$ cat src/rtl/alu_seq_ctrl_if.sv
// Operand/result bundle between the operand source and alu_seq_ctrl.
//   start    : request; taken only when the controller is not busy
//   a, b     : unsigned operands, sampled on acceptance
//   func     : 00 add, 01 sub, 10 mul, 11 div
//   busy     : iterative operation in progress
//   done     : one-cycle pulse when out/overflow update
//   out      : 2*width result, held until the next completion
//   overflow : status belonging to the value in out
interface alu_seq_ctrl_if #(
  parameter int unsigned width = 6
) ();
  logic                 start;
  logic [width-1:0]     a;
  logic [width-1:0]     b;
  logic [1:0]           func;
  logic                 busy;
  logic                 done;
  logic [2*width-1:0]   out;
  logic                 overflow;

  modport master (
    output start, a, b, func,
    input  busy, done, out, overflow
  );

  modport slave (
    input  start, a, b, func,
    output busy, done, out, overflow
  );
endinterface

$ cat src/rtl/alu_seq_ctrl.sv
// Sequencing controller for the arithmetic unit.
// add/sub and divide-by-zero complete on the acceptance edge; mul (shift-add) and
// div (restoring) iterate for width cycles through one shared add/sub stage.
// Ports:
//   clk   : rising-edge clock
//   rst_n : synchronous active-low reset
//   bus   : alu_seq_ctrl_if slave (start/a/b/func in, busy/done/out/overflow out)
module alu_seq_ctrl #(
  parameter int unsigned width = 6
) (
  input logic           clk,
  input logic           rst_n,
  alu_seq_ctrl_if.slave bus
);

  localparam int unsigned CntW = $clog2(width + 1);
  localparam int unsigned SumW = width + 2;

  typedef enum logic [1:0] {StIdle, StCalc, StDone} state_e;
  typedef enum logic [1:0] {FnAdd = 2'b00, FnSub = 2'b01, FnMul = 2'b10, FnDiv = 2'b11} func_e;

  state_e               state_q;
  func_e                op_q;
  logic [width-1:0]     b_q;
  logic [2*width-1:0]   acc_q;
  logic [CntW-1:0]      cnt_q;
  logic                 busy_q;
  logic                 done_q;
  logic [2*width-1:0]   out_q;
  logic                 ovf_q;

  func_e                func_in;
  logic [width:0]       rem_sh;
  logic [SumW-1:0]      op_x;
  logic [SumW-1:0]      op_y;
  logic                 op_sub;
  logic [SumW-1:0]      sum;
  logic [2*width-1:0]   acc_next;

  assign func_in = func_e'(bus.func);

  // Shared add/sub stage. Outside CALC it serves the single-pass add/sub on the raw
  // inputs; inside CALC it is the mul accumulate or the div trial subtraction.
  // Two spare top bits make the sign of any subtraction visible in sum[width+1].
  always_comb begin
    rem_sh = {acc_q[2*width-1:width], acc_q[width-1]};
    op_x   = '0;
    op_y   = '0;
    op_sub = 1'b0;
    if (state_q == StCalc) begin
      op_y = SumW'(b_q);
      if (op_q == FnMul) begin
        op_x   = SumW'(acc_q[2*width-1:width]);
        op_sub = 1'b0;
      end else begin
        op_x   = SumW'(rem_sh);
        op_sub = 1'b1;
      end
    end else begin
      op_x   = SumW'(bus.a);
      op_y   = SumW'(bus.b);
      op_sub = (func_in == FnSub);
    end
    sum = op_x + (op_sub ? ~op_y : op_y) + SumW'(op_sub);
  end

  // One iteration step. mul: acc = {partial product, remaining multiplier bits}.
  // div: acc = {remainder, dividend bits shifting out / quotient bits shifting in}.
  always_comb begin
    acc_next = acc_q;
    if (op_q == FnMul) begin
      if (acc_q[0]) begin
        acc_next = {sum[width:0], acc_q[width-1:1]};
      end else begin
        acc_next = {1'b0, acc_q[2*width-1:1]};
      end
    end else begin
      if (sum[width+1]) begin
        // Trial went negative: restore the shifted remainder, quotient bit 0.
        acc_next = {rem_sh[width-1:0], acc_q[width-2:0], 1'b0};
      end else begin
        acc_next = {sum[width-1:0], acc_q[width-2:0], 1'b1};
      end
    end
  end

  always_ff @(posedge clk) begin
    if (!rst_n) begin
      state_q <= StIdle;
      op_q    <= FnAdd;
      b_q     <= '0;
      acc_q   <= '0;
      cnt_q   <= '0;
      busy_q  <= 1'b0;
      done_q  <= 1'b0;
      out_q   <= '0;
      ovf_q   <= 1'b0;
    end else begin
      done_q <= 1'b0;
      unique case (state_q)
        StIdle, StDone: begin
          state_q <= StIdle;
          busy_q  <= 1'b0;
          if (bus.start) begin
            op_q <= func_in;
            b_q  <= bus.b;
            unique case (func_in)
              FnAdd: begin
                out_q   <= {{(width-1){1'b0}}, sum[width:0]};
                ovf_q   <= sum[width];
                done_q  <= 1'b1;
                state_q <= StDone;
              end
              FnSub: begin
                out_q   <= {{width{1'b0}}, sum[width-1:0]};
                ovf_q   <= sum[width+1];
                done_q  <= 1'b1;
                state_q <= StDone;
              end
              FnMul: begin
                acc_q   <= {{width{1'b0}}, bus.a};
                cnt_q   <= CntW'(width);
                busy_q  <= 1'b1;
                state_q <= StCalc;
              end
              FnDiv: begin
                if (bus.b == '0) begin
                  out_q   <= {bus.a, {width{1'b1}}};
                  ovf_q   <= 1'b1;
                  done_q  <= 1'b1;
                  state_q <= StDone;
                end else begin
                  acc_q   <= {{width{1'b0}}, bus.a};
                  cnt_q   <= CntW'(width);
                  busy_q  <= 1'b1;
                  state_q <= StCalc;
                end
              end
              default: state_q <= StIdle;
            endcase
          end
        end
        StCalc: begin
          acc_q <= acc_next;
          cnt_q <= cnt_q - CntW'(1);
          if (cnt_q == CntW'(1)) begin
            out_q   <= acc_next;
            ovf_q   <= 1'b0;
            busy_q  <= 1'b0;
            done_q  <= 1'b1;
            state_q <= StDone;
          end
        end
        default: state_q <= StIdle;
      endcase
    end
  end

  assign bus.busy     = busy_q;
  assign bus.done     = done_q;
  assign bus.out      = out_q;
  assign bus.overflow = ovf_q;

endmodule

$ cat src/flat_wrapper.sv
// flat-port wrapper written by rule: the top's interface ports become plain ports
module alu_seq_ctrl_flat 
#(
  parameter int unsigned width = 6
)
  (clk, rst_n, bus_start, bus_a, bus_b, bus_func, bus_busy, bus_done, bus_out, bus_overflow);
  alu_seq_ctrl_if #(.width(width)) bus_i ();
  input logic clk;
  input logic rst_n;
  input wire logic [$bits(bus_i.start)-1:0] bus_start;
  input wire logic [$bits(bus_i.a)-1:0] bus_a;
  input wire logic [$bits(bus_i.b)-1:0] bus_b;
  input wire logic [$bits(bus_i.func)-1:0] bus_func;
  output wire logic [$bits(bus_i.busy)-1:0] bus_busy;
  output wire logic [$bits(bus_i.done)-1:0] bus_done;
  output wire logic [$bits(bus_i.out)-1:0] bus_out;
  output wire logic [$bits(bus_i.overflow)-1:0] bus_overflow;
  assign bus_i.start = bus_start;
  assign bus_i.a = bus_a;
  assign bus_i.b = bus_b;
  assign bus_i.func = bus_func;
  assign bus_busy = bus_i.busy;
  assign bus_done = bus_i.done;
  assign bus_out = bus_i.out;
  assign bus_overflow = bus_i.overflow;
  alu_seq_ctrl #(.width(width)) u_core (.clk(clk), .rst_n(rst_n), .bus(bus_i));
endmodule
$ cat config.mk
export PLATFORM = sky130hd
export DESIGN_NAME = alu_seq_ctrl_flat
export DESIGN_NICKNAME = d
export VERILOG_FILES = /design/src/rtl/alu_seq_ctrl_if.sv /design/src/rtl/alu_seq_ctrl.sv /design/src/flat_wrapper.sv
export SDC_FILE = /design/constraint.sdc
export NUM_CORES = 1
export LEC_CHECK = 0
export ABC_AREA = 0
export CAP_MARGIN = 20
export CELL_PAD_IN_SITES_DETAIL_PLACEMENT = 0
export CELL_PAD_IN_SITES_GLOBAL_PLACEMENT = 1
export CORE_MARGIN = 3
export CORE_UTILIZATION = 45
export CTS_CLUSTER_SIZE = 16
export DETAILED_ROUTE_END_ITERATION = 8
export PLACE_DENSITY_LB_ADDON = 0.1
export SKIP_CTS_REPAIR_TIMING = 1
export SYNTH_ARGS = -nofsm -noshare
export SYNTH_HDL_FRONTEND = slang
export SYNTH_SLANG_ARGS = --single-unit
$ cat constraint.sdc
create_clock -name clk -period 9 [get_ports clk]
set_clock_uncertainty 0.2 [all_clocks]
set_input_delay 1.35 -clock clk [delete_from_list [all_inputs] [get_ports clk]]
set_output_delay 1.35 -clock clk [all_outputs]
set_load 0.1 [all_outputs]
# Word-level counts from Yosys, hierarchy flattened
# Index checks and enable logic that the tools add are counted.
# Widths: inputs -> output; s select.
# totals
register_bits,40
in_bits,17
out_inout_bits,15
elab_cells,77
# classes
add_sub_neg,3
eq_ne,13
muxes,41
bitwise_logic,1
reduce_logical,10
# op_table
op,count
$mux 12,8
$pmux 12 s2,3
$pmux 12 s3,1
$mux 7,2
$pmux 3 s2,2
$mux 1,10
$pmux 1 s2,5
$add 7x8->8,1
$add 8x1->8,1
$eq 2x2->1 const B,4
$mux 8,1
$not 6->8,1
$logic_not 6->1,1
$mux 2,3
$mux 3,2
$mux 6,1
$ne 3x3->1 const B,2
$pmux 2 s3,1
$reduce_and 5->1,1
$eq 2x1->1 const B,2
$logic_not 2->1,2
$ne 2x2->1 const B,2
$ne 4x3->1 const B,1
$pmux 2 s2,1
8 further kinds,10

# Depth between registers and ports, before layout
# Gate-level depths: netlist of the first run.
# logic_depth
ltp_word,10
depth_mapped,16
ltp_nobuf,13

# Worst setup path after synthesis of the first run
# Ideal clock, no wire load.
# synth_timing
kind,input -> register
from,input port bus_func[1]
to,register u_core.acc_q[8]
setup_ps,73
arrival_ps,3789
required_ps,8727
slack_ps,4938
stages,12
n_path_buf,1
path_cell_list,inv_1 -> ha_1 -> clkbuf_2 -> o21ai_4 -> xor2_1 -> ha_1 -> a21oi_1 -> o21ai_1 -> xor2_4 -> mux2i_4 -> mux2_4 -> o211ai_2
# synth_between
elab_chain_len,8
word_cells_on_any_way,16
cone_classes,add/sub (2); eq/ne (5); mux (8); reduce/logical (1)
# synth_lines
element,line_no,text
start: declaration,flat_wrapper.sv:13,input wire logic [$bits(bus_i.func)-1:0] bus_func;
$eq 2x1->1,alu_seq_ctrl.sv:62,op_sub = (func_in == FnSub);
$mux 1,alu_seq_ctrl.sv:50,if (state_q == StCalc) begin
$mux 8,alu_seq_ctrl.sv:64,sum = op_x + (op_sub ? ~op_y : op_y) + SumW'(op_sub);
$add 7x8->8,alu_seq_ctrl.sv:64,
$add 8x1->8,alu_seq_ctrl.sv:64,
$mux 12 (on tied branches),"alu_seq_ctrl.sv:78, alu_seq_ctrl.sv:72",
$mux 12,alu_seq_ctrl.sv:71,if (op_q == FnMul) begin
$pmux 12 s2,alu_seq_ctrl.sv:100,unique case (state_q)
end signal: assignment,alu_seq_ctrl.sv:121,"acc_q <= {{width{1'b0}}, bus.a};"
end signal: assignment,alu_seq_ctrl.sv:133,"acc_q <= {{width{1'b0}}, bus.a};"
end signal: assignment,alu_seq_ctrl.sv:144,acc_q <= acc_next;
end: declaration,alu_seq_ctrl.sv:25,logic [2*width-1:0] acc_q;
# Parallel ways exist; a longest one is shown, timed or not. The select of a mux whose other input is x is not followed.
# A chain may end at the register's enable or synchronous reset.

# Worst setup path after layout of the first run
# layout_timing
from,input port bus_func[1]
to,"register u_core.out_q[10], in the netlist u_core.bus.out[10]"
# layout_between
elab_chain_len,9
word_cells_on_any_way,17
cone_classes,add/sub (2); eq/ne (4); mux (9); reduce/logical (2)
# layout_lines
element,line_no,text
$eq 2x1->1,"alu_seq_ctrl.sv:62, alu_seq_ctrl.sv:107",
$mux 1,alu_seq_ctrl.sv:50,
$mux 8,alu_seq_ctrl.sv:64,
$add 7x8->8,alu_seq_ctrl.sv:64,
$add 8x1->8,alu_seq_ctrl.sv:64,
$mux 12 (on tied branches),"alu_seq_ctrl.sv:78, alu_seq_ctrl.sv:72",
$mux 12,alu_seq_ctrl.sv:71,
$mux 12,alu_seq_ctrl.sv:146,if (cnt_q == CntW'(1)) begin
$pmux 12 s2,alu_seq_ctrl.sv:100,
end signal: assignment,alu_seq_ctrl.sv:109,"out_q <= {{(width-1){1'b0}}, sum[width:0]};"
end signal: assignment,alu_seq_ctrl.sv:115,"out_q <= {{width{1'b0}}, sum[width-1:0]};"
end signal: assignment,alu_seq_ctrl.sv:147,out_q <= acc_next;
end: declaration,alu_seq_ctrl.sv:29,logic [2*width-1:0] out_q;
# Parallel ways exist; a longest one is shown, timed or not. The select of a mux whose other input is x is not followed.

==> impl_metrics.env, run 1 <==
export IMPL_status="finished, final reports clean"
export IMPL_rsz0062_at_grt="false"
export IMPL_final_common_cell="nand2_1"
export IMPL_cts_tree="built"
export IMPL_max_stage_delay_ns=0.52
export IMPL_synthCells=383
export IMPL_place_gp_congestion=0.851
export IMPL_multi_input_area_sq_mm=0.00194
export IMPL_yosysWarningCount=0
export IMPL_dr_total_vias=2766
export IMPL_p_int_mw=0.358
export IMPL_synthAdderAreaFrac_pct=5.85
export IMPL_drt_vias_per_instance=5.81
export IMPL_holdCritStartpoint="u_core.bus.out[3]$_SDFFE_PN0P_"
export IMPL_coreArea_sq_mm=0.00610
export IMPL_placed_cells=468
export IMPL_clk_latency_ns=0.30
export IMPL_die_width_um=86.4
export IMPL_min_path_cells=2
export IMPL_n_antenna_cell=0
export IMPL_critPathRequiredTime_ns=8.98
export IMPL_synthMuxAreaShare_pct=5.12
export IMPL_fp_row_count=28
export IMPL_synth_simple_area_share_pct=23.7
export IMPL_maxCapViolCount=0
export IMPL_hold_ws_ns=0.257
export IMPL_r2r_start="u_core.state_q[0]$_SDFFE_PN0P_"
export IMPL_critPathKind="in2reg"
export IMPL_synth_compound_area_share_pct=26.4
export IMPL_regArea_sq_um=801
export IMPL_finalSetupTns_ns=0
export IMPL_comb_power_share_pct=47.0
export IMPL_syn_num_nets=413
export IMPL_numPortBuffers=31
export IMPL_ys_dominant_reg_cell="dfxtp_1"
export IMPL_r2r_end="u_core.bus.out[10]$_SDFFE_PN0P_"
export IMPL_numCtsBuffers=5
export IMPL_clk_pin_slew_worst_paths_ns=0.08
export IMPL_antenna_found_initial=0
export IMPL_ir_worst_vdd_mv=0.112
export IMPL_synth_xor_area_share_pct=5.72
export IMPL_start_util_pct=47.7
export IMPL_cp_common_cell="a21oi_1"
export IMPL_power_leakage_nw=1.29
export IMPL_ys_ff_latch=40
export IMPL_fin_cells=476
export IMPL_r2r_worst_path_cells=11
export IMPL_finalSetupViolations=0
export IMPL_pin_count=32
export IMPL_area_delta_synth_final_pct=14.3
export IMPL_drt_iter0_drc=237
export IMPL_synth_edf_count=0
export IMPL_clkPwrFrac_pct=20.3
export IMPL_clock_sinks=40
export IMPL_final_cell_mix="nand2_1 (79), dfxtp_1 (40), clkdlybuf4s50_1 (31)"
export IMPL_finalCriticalPeriod_ns=4.77
export IMPL_power_switching_mw=0.281
export IMPL_drt_total_wl_um=8320
export IMPL_end_kind="flip-flop"
export IMPL_r2r_slack_ns=5.08
export IMPL_hold_end="u_core.bus.out[3]$_SDFFE_PN0P_"
export IMPL_max_freq_ghz=0.210
export IMPL_die_h_um=86.4
export IMPL_cts_buffer_depth=2
export IMPL_netlist_area_leader_share_pct=27.5
export IMPL_grt_pass1_wl_um=13600
export IMPL_fin_crit_sh_pct=53.0
export IMPL_synth_area_sq_mm=0.00291
export IMPL_hold_class="reg2reg"
export IMPL_drtAntennaViolNets=0
export IMPL_fill_cells=608
export IMPL_worstSetupStartpoint="bus_func[1]"
export IMPL_synth_top_family_by_area="compound AO/OA/AOI/OAI gates"
export IMPL_overflow=0
export IMPL_avgSynthCellArea_sq_um=7.60
export IMPL_root_buffer="clkbuf_8"
export IMPL_seqPwrFrac_pct=32.7
export IMPL_arrival_ns=4.75
export IMPL_hold_viol_final=0
export IMPL_grt_max_degree=48
export IMPL_yosysTopAreaCell="dfxtp_1"
export IMPL_h_tree_depth=2
export IMPL_max_slew_margin_pct=34.5
export IMPL_switching_share_pct=44.0
export IMPL_worstMarginPinSlew_ns=0.979
export IMPL_powerDensity_mw_per_mm2=192
export IMPL_nets=430
export IMPL_cp_start_kind="input port"
export IMPL_yosysUniqueCellTypes=62
export IMPL_first_pass_iters=5
export IMPL_drive_gt1_share_pct=6.73
export IMPL_track_usage_pct=23.3
export IMPL_synthArstFlopShare_pct=0
export IMPL_finalMaxSlewViolations=0
export IMPL_post_dp_hpwl_um=5950
export IMPL_cp_cell_sequence="clkdlybuf4s50_1, inv_1, ha_1, o21ai_4, xor2_1, ha_1, a21oi_1, o21bai_1, a21oi_1, o31a_1, mux2i_1, o311ai_1, a21oi_1"
export IMPL_netlist_top_cells_area="dfxtp_1 (28%), nand2_1 (10%), ha_1 (5.2%), a21oi_1 (4.5%), mux2i_1 (3.4%)"
export IMPL_cp_max_fo=8
export IMPL_drc=0
export IMPL_grt_pass1_vias=2573
export IMPL_crit_slowest_cell="clkdlybuf4s50_1"
export IMPL_dieArea_sq_mm=0.00746
export IMPL_synth_seq_area_share_pct=27.5
export IMPL_wire_per_inst_um=17.5
==> how the worst max path moves through the flow <==
stage	to	slack, ns	depth (start not counted)
floorplan	u_core.acc_q[8]$_SDFFE_PN0P_	4.94	12
global placement	u_core.bus.out[10]$_SDFFE_PN0P_	3.97	13
detailed placement	u_core.bus.out[10]$_SDFFE_PN0P_	3.93	13
CTS	u_core.bus.out[10]$_SDFFE_PN0P_	4.24	13
global route	u_core.bus.out[10]$_SDFFE_PN0P_	3.99	13
finish	u_core.bus.out[10]$_SDFFE_PN0P_	4.23	13
==> through the flow <==
| stage | util, % | power, mW | instance area, sq um | worst slack [ns] |
|---|---|---|---|---|
| after detailed placement | 53.0 | 0.512 | 3230 | 3.93 |
| after CTS | 54.5 | 0.641 | 3320 | 4.24 |
| final | 54.5 | 0.639 | 3320 | 4.23 |
| after global placement | 53.0 | 0.510 | 3230 | 3.97 |
| after floorplan | - | 0.440 | 2910 | 4.94 |
| after global routing | 54.5 | 0.677 | 3320 | 3.99 |
==> cell usage after synthesis, types with 7 or more instances <==
| cell | instances |
|---|---|
| and3_1 | 7 |
| nand3_1 | 18 |
| o21ai_0 | 14 |
| dfxtp_1 | 40 |
| mux2i_1 | 10 |
| nand2_1 | 79 |
| ha_1 | 12 |
| a21oi_1 | 26 |
| inv_1 | 15 |
| a31oi_1 | 14 |
| nor2_1 | 21 |
| a21boi_0 | 13 |
| xor2_1 | 8 |
| clkbuf_1 | 20 |
==> cells by family after synthesis <==
family | after synthesis
AO/OA/AOI/OAI | 111
XOR/XNOR | 16
adder cells (fa/ha/maj) | 13
buffers and inverters | 40
flip-flops | 40
multiplexers | 13
AND/OR/NAND/NOR | 150
==> routing by layer <==
metal	track usage [%]	routed length, um	vias up
li1	-	-	1384
met4	7.08	117	0
met5	0	0	-
met1	31.1	3780	1297
met2	38.9	4040	72
met3	3.52	378	13
==> power by group through the flow <==
stage	sequential, mW	clock, mW	combinational, mW
after floorplan	0.264	0	0.176
after global placement	0.213	0	0.298
after detailed placement	0.213	0	0.300
after CTS	0.209	0.132	0.301
after global routing	0.211	0.139	0.327
final	0.209	0.130	0.301
==> flip-flops by register name (all words and copies together) (netlist names) <==
name                 flops
u_core.acc_q            12
u_core.b_q               6
u_core.bus.overflow      1
u_core.op_q              2
u_core.cnt_q             3
u_core.bus.done          1
u_core.state_q           2
u_core.bus.busy          1
u_core.bus.out          12
==> worst max-delay path, delay by kind of cell <==
kind	cells	cell delay, ns
multiplexers	1	0.11
buffers and inverters	2	0.61
adder cells (fa/ha/maj)	2	0.59
XOR/XNOR	1	0.19
AO/OA/AOI/OAI	7	1.88
==> area by class of cell <==
cell class / instances / share of cell area [%]
inverter: 15 / 1.69
clock buffer: 6 / 2.48
timing repair buffer: 35 / 10.2
clock inverter: 2 / 0.301
sequential: 40 / 24.1
tap: 75 / 2.82
multi-input combinational: 303 / 58.4
(Power assumes the default switching activity.)
==> run 2: changes to the inputs <==
CORE_UTILIZATION = 42   (was 45)
clock period = 4.6 ns   (was 9 ns; I/O delays follow)
==> run 2 against run 1 <==
  * Sequential cell count stayed put
  * Power grew 100%
  * Non-clock buffer count up 3
  * Register-to-register slack got worse by 4.2 ns
  * Combinational power increased by 98%
  * Final area is 1.2% higher
  * Die area rose by 6.6%
  * Critical path type unchanged
  * Largest power group unchanged
  * Highest routed layer unchanged
==> impl_metrics.env, run 2 (same netlist as run 1, synthesis figures left out) <==
export IMPL_status="finished, final reports clean"
export IMPL_nets=433
export IMPL_grt_max_degree=26
export IMPL_maxCapViolCount=0
export IMPL_hold_class="reg2reg"
export IMPL_area_delta_synth_final_pct=15.7
export IMPL_ir_worst_vdd_mv=0.171
export IMPL_numCtsBuffers=5
export IMPL_drt_vias_per_instance=5.88
export IMPL_die_h_um=89.2
export IMPL_cts_tree="built"
export IMPL_cp_common_cell="a21oi_1"
export IMPL_fin_crit_sh_pct=85.4
export IMPL_arrival_ns=3.95
export IMPL_finalCriticalPeriod_ns=3.93
export IMPL_drive_gt1_share_pct=7.18
export IMPL_cp_cell_sequence="clkdlybuf4s50_1, inv_1, ha_1, mux2_2, o22ai_2, or2_1, fa_1, nand2b_1, a21oi_1, xor2_1, mux2i_1, nand4_1, o311ai_1, a21oi_1"
export IMPL_place_ws_ns=0.389
export IMPL_finalSetupTns_ns=0
export IMPL_final_cell_mix="nand2_1 (79), dfxtp_1 (40), clkdlybuf4s50_1 (31)"
export IMPL_drt_iter0_drc=167
export IMPL_pin_count=32
export IMPL_track_usage_pct=23.0
export IMPL_critPathKind="in2reg"
export IMPL_drc=0
export IMPL_r2r_worst_path_cells=12
export IMPL_cp_num_buf_inv=2
export IMPL_fp_row_count=29
export IMPL_cp_top_family="adder cells"
export IMPL_cp_depth=14
export IMPL_h_tree_depth=2
export IMPL_wire_per_inst_um=17.4
export IMPL_rsz0062_at_grt="false"
export IMPL_root_buffer="clkbuf_8"
export IMPL_max_freq_ghz=0.254
export IMPL_dieArea_sq_mm=0.00796
export IMPL_drtAntennaViolNets=0
export IMPL_cp_max_fo=8
export IMPL_first_pass_iters=5
export IMPL_clk_pin_slew_worst_paths_ns=0.09
export IMPL_finalMaxSlewViolations=0
export IMPL_grt_pass1_vias=2746
export IMPL_fin_total_pwr_mw=1.29
export IMPL_start_util_pct=44.5
export IMPL_utilization_pct=51.5
export IMPL_r2r_slack_ns=0.86
export IMPL_place_gp_congestion=0.842
export IMPL_overflow=0
export IMPL_min_path_cells=2
export IMPL_max_stage_delay_ns=0.46
export IMPL_die_width_um=89.2
export IMPL_fin_ws_ns=0.670
export IMPL_hold_viol_final=0
export IMPL_postPlaceCellArea_sq_mm=0.00326
export IMPL_clk_latency_ns=0.30
export IMPL_numPortBuffers=31
export IMPL_final_common_cell="nand2_1"
export IMPL_powerDensity_mw_per_mm2=384
export IMPL_post_dp_hpwl_um=6250
export IMPL_postLayoutCellArea_sq_mm=0.00336
export IMPL_cts_buffer_depth=2
export IMPL_grt_pass1_wl_um=14200
export IMPL_dr_total_vias=2830
export IMPL_clock_sinks=40
export IMPL_max_slew_margin_pct=35.0
export IMPL_cp_start_kind="input port"
export IMPL_power_leakage_nw=1.31
export IMPL_end_kind="flip-flop"
export IMPL_drt_total_wl_um=8390
export IMPL_coreArea_sq_mm=0.00653
export IMPL_crit_slowest_cell="clkdlybuf4s50_1"
export IMPL_worstMarginPinSlew_ns=0.972
export IMPL_critPathRequiredTime_ns=4.63
export IMPL_n_antenna_cell=0
export IMPL_finalSetupViolations=0
export IMPL_antenna_found_initial=0
==> run 2: cell count changes in the layout (fill, tap and decap cells not counted) <==
cell | previous run | this run
clkinv_2 | 2 | 1
clkbuf_1 | 0 | 1
clkbuf_8 | 6 | 5
bufinv_16 | 0 | 1
buf_4 | 4 | 7
==> run 2: report_power, final <==
part	internal, mW	switching [mW]	leakage (nW)
clock	0.161	0.128	0.0552
combinational	0.204	0.391	0.928
sequential	0.379	0.0285	0.328
total	0.744	0.548	1.31
==> run 2: worst paths after layout <==
check,to,startpoint
setup / recovery,u_core.bus.out[10]$_SDFFE_PN0P_,bus_func[1]
hold / removal,u_core.bus.out[3]$_SDFFE_PN0P_,u_core.bus.out[3]$_SDFFE_PN0P_
setup reg to reg,u_core.bus.out[10]$_SDFFE_PN0P_,u_core.op_q[1]$_SDFFE_PN0P_
hold reg to reg,u_core.bus.out[3]$_SDFFE_PN0P_,u_core.bus.out[3]$_SDFFE_PN0P_
==> run 2: through the flow <==
stage / hold slack [ns] / cells
after global placement: 0.244 / 473
final: 0.257 / 481
after CTS: 0.261 / 481
after floorplan: 0.243 / 383
after global routing: 0.275 / 481
after detailed placement: 0.248 / 473
==> run 2: layout make-up <==
class / instances / area (sq um)
Clock buffer: 6 / 72.6
Clock inverter: 2 / 35.0
Fill cell: 645 / 3170
Inverter: 15 / 56.3
Multi-Input combinational cell: 303 / 1940
Sequential cell: 40 / 801
Tap cell: 77 / 96.3
Timing Repair Buffer: 38 / 363
==> run 2: worst min-delay path, stage by stage, from the launching register on <==
cell and delay (ns):
dfxtp_1 0.32, nand3_1 0.06, nand2_1 0.05
==> run 2: layer usage <==
metal	vias to the layer above	part of all wire (%)	track usage (%)
li1	1388	-	-
met1	1359	47	30.9
met2	71	48	38.4
met3	12	4.2	3.32
met4	0	1.4	6.36
met5	-	0	0
==> run 3: changes to the inputs <==
CORE_MARGIN = not set   (was 3)
SLEW_MARGIN = 15   (was not set)
==> run 3 against run 2 <==
  * Via count decreased by 0.88%
  * Worst setup slack improved by 0.027 ns
  * First-iteration DRC count decreased by 6.6%
  * Die area decreased by 8.8%
  * Wire length increased by 1.2%
  * Sequential share of layout area decreased by 0.11 points
  * Power increased by 0.48%
  * Critical path depth unchanged
  * Sequential power about the same
==> impl_metrics.env, run 3 (same netlist as run 1, synthesis figures left out) <==
export IMPL_status="finished, final reports clean"
export IMPL_post_dp_hpwl_um=6190
export IMPL_utilization_pct=51.7
export IMPL_drt_vias_per_instance=5.81
export IMPL_holdCritStartpoint="u_core.bus.out[3]$_SDFFE_PN0P_"
export IMPL_cp_common_cell="a21oi_1"
export IMPL_critPathRequiredTime_ns=4.63
export IMPL_r2r_worst_path_cells=12
export IMPL_antenna_found_initial=0
export IMPL_cp_num_buf_inv=2
export IMPL_die_width_um=85.2
export IMPL_coreArea_sq_mm=0.00653
export IMPL_arrival_ns=3.93
export IMPL_hold_end="u_core.bus.out[3]$_SDFFE_PN0P_"
export IMPL_r2r_start="u_core.state_q[1]$_SDFFE_PN0P_"
export IMPL_max_stage_delay_ns=0.46
export IMPL_end_kind="flip-flop"
export IMPL_wire_per_inst_um=17.6
export IMPL_hold_viol_final=0
export IMPL_crit_slowest_cell="clkdlybuf4s50_1"
export IMPL_dieArea_sq_mm=0.00726
export IMPL_finalMaxSlewViolations=0
export IMPL_postLayoutCellArea_sq_mm=0.00338
export IMPL_grt_pass1_wl_um=13900
export IMPL_ir_worst_vdd_mv=0.141
export IMPL_final_common_cell="nand2_1"
export IMPL_fp_row_count=29
export IMPL_cp_max_fo=8
export IMPL_final_cell_mix="nand2_1 (79), dfxtp_1 (40), clkdlybuf4s50_1 (31)"
export IMPL_clock_sinks=40
export IMPL_die_h_um=85.2
export IMPL_r2r_end="u_core.bus.out[10]$_SDFFE_PN0P_"
export IMPL_h_tree_depth=2
export IMPL_min_path_cells=2
export IMPL_hold_class="reg2reg"
export IMPL_start_util_pct=44.5
export IMPL_finalSetupTns_ns=0
export IMPL_clk_pin_slew_worst_paths_ns=0.09
export IMPL_numPortBuffers=31
export IMPL_root_buffer="clkbuf_8"
export IMPL_power_leakage_nw=1.32
export IMPL_grt_max_degree=25
export IMPL_numCtsBuffers=5
export IMPL_cp_top_family="adder cells"
export IMPL_area_delta_synth_final_pct=16.2
export IMPL_cp_start_kind="input port"
export IMPL_fin_total_pwr_mw=1.30
export IMPL_dr_total_vias=2805
export IMPL_cp_cell_sequence="clkdlybuf4s50_1, inv_1, ha_1, mux2_2, o22ai_2, or2_1, fa_1, nand2b_1, a21oi_1, xor2_1, mux2i_1, nand3_1, o311ai_1, a21oi_1"
export IMPL_first_pass_iters=5
export IMPL_drt_total_wl_um=8490
export IMPL_powerDensity_mw_per_mm2=384
export IMPL_r2r_slack_ns=0.88
export IMPL_finalSetupViolations=0
export IMPL_worstMarginPinSlew_ns=0.990
export IMPL_drt_iter0_drc=156
export IMPL_clk_latency_ns=0.30
export IMPL_track_usage_pct=24.7
export IMPL_finalCriticalPeriod_ns=3.90
export IMPL_n_antenna_cell=0
export IMPL_drc=0
export IMPL_rsz0062_at_grt="false"
export IMPL_fin_crit_sh_pct=84.8
export IMPL_max_freq_ghz=0.256
export IMPL_cts_tree="built"
export IMPL_critPathKind="in2reg"
export IMPL_overflow=0
export IMPL_drtAntennaViolNets=0
export IMPL_postPlaceCellArea_sq_mm=0.00327
export IMPL_placed_cells=475
export IMPL_place_gp_congestion=0.938
export IMPL_max_slew_margin_pct=33.8
export IMPL_drive_gt1_share_pct=7.64
export IMPL_grt_pass1_vias=2707
export IMPL_nets=435
export IMPL_maxCapViolCount=0
export IMPL_pin_count=32
export IMPL_fin_cells=483
export IMPL_cts_buffer_depth=2
run 3: changes by cell type in the layout (fill, tap and decap cells not counted):
cell / before / now
buf_4: 7 / 9
run 3: how the worst max path moves through the flow:
stage | cells after the start | slack [ns] | startpoint | to
final | 14 | 0.70 | bus_func[1] | u_core.bus.out[10]$_SDFFE_PN0P_
after global routing | 14 | 0.45 | bus_func[1] | u_core.bus.out[10]$_SDFFE_PN0P_
after CTS | 14 | 0.69 | bus_func[1] | u_core.bus.out[9]$_SDFFE_PN0P_
after detailed placement | 14 | 0.40 | bus_func[1] | u_core.bus.out[9]$_SDFFE_PN0P_
after global placement | 14 | 0.38 | bus_func[1] | u_core.bus.out[10]$_SDFFE_PN0P_
after floorplan | 12 | 1.20 | bus_func[1] | u_core.acc_q[8]$_SDFFE_PN0P_
run 3: where the power goes:
group          switching (mW)  internal, mW
clock                   0.128         0.161
sequential             0.0290         0.379
combinational           0.396         0.205
total                   0.553         0.745
run 3: through the flow:
stage / worst slack [ns] / hold slack [ns]
floorplan: 1.20 / 0.243
global placement: 0.385 / 0.243
detailed placement: 0.401 / 0.249
CTS: 0.688 / 0.261
global route: 0.450 / 0.290
finish: 0.697 / 0.256
run 3: worst register-to-register path: stages, from the launching register on:
cell and delay [ns]:
dfxtp_1 0.47, nand2b_1 0.65, mux2i_1 0.31, xor2_1 0.25, inv_1 0.09, fa_1 0.42, nand2b_1 0.18, a21oi_1 0.16
xor2_1 0.36, mux2i_1 0.14, nand3_1 0.12, o311ai_1 0.14, a21oi_1 0.17
run 3: layout make-up:
| class | instances | area (sq um) |
|---|---|---|
| fillers | 687 | 3150 |
| flip-flops and latches | 40 | 801 |
| clock inverters | 2 | 35.0 |
| repair buffers | 40 | 378 |
| well taps | 77 | 96.3 |
| inverters | 15 | 56.3 |
| multi-input cells | 303 | 1940 |
| clock buffers | 6 | 72.6 |
run 3: routing by layer:
metal  part of all wire, %  GRT usage, %
met5                     0             0
met4                   2.0          8.78
met2                    47          42.3
met3                   4.5          3.70
met1                    46          31.6
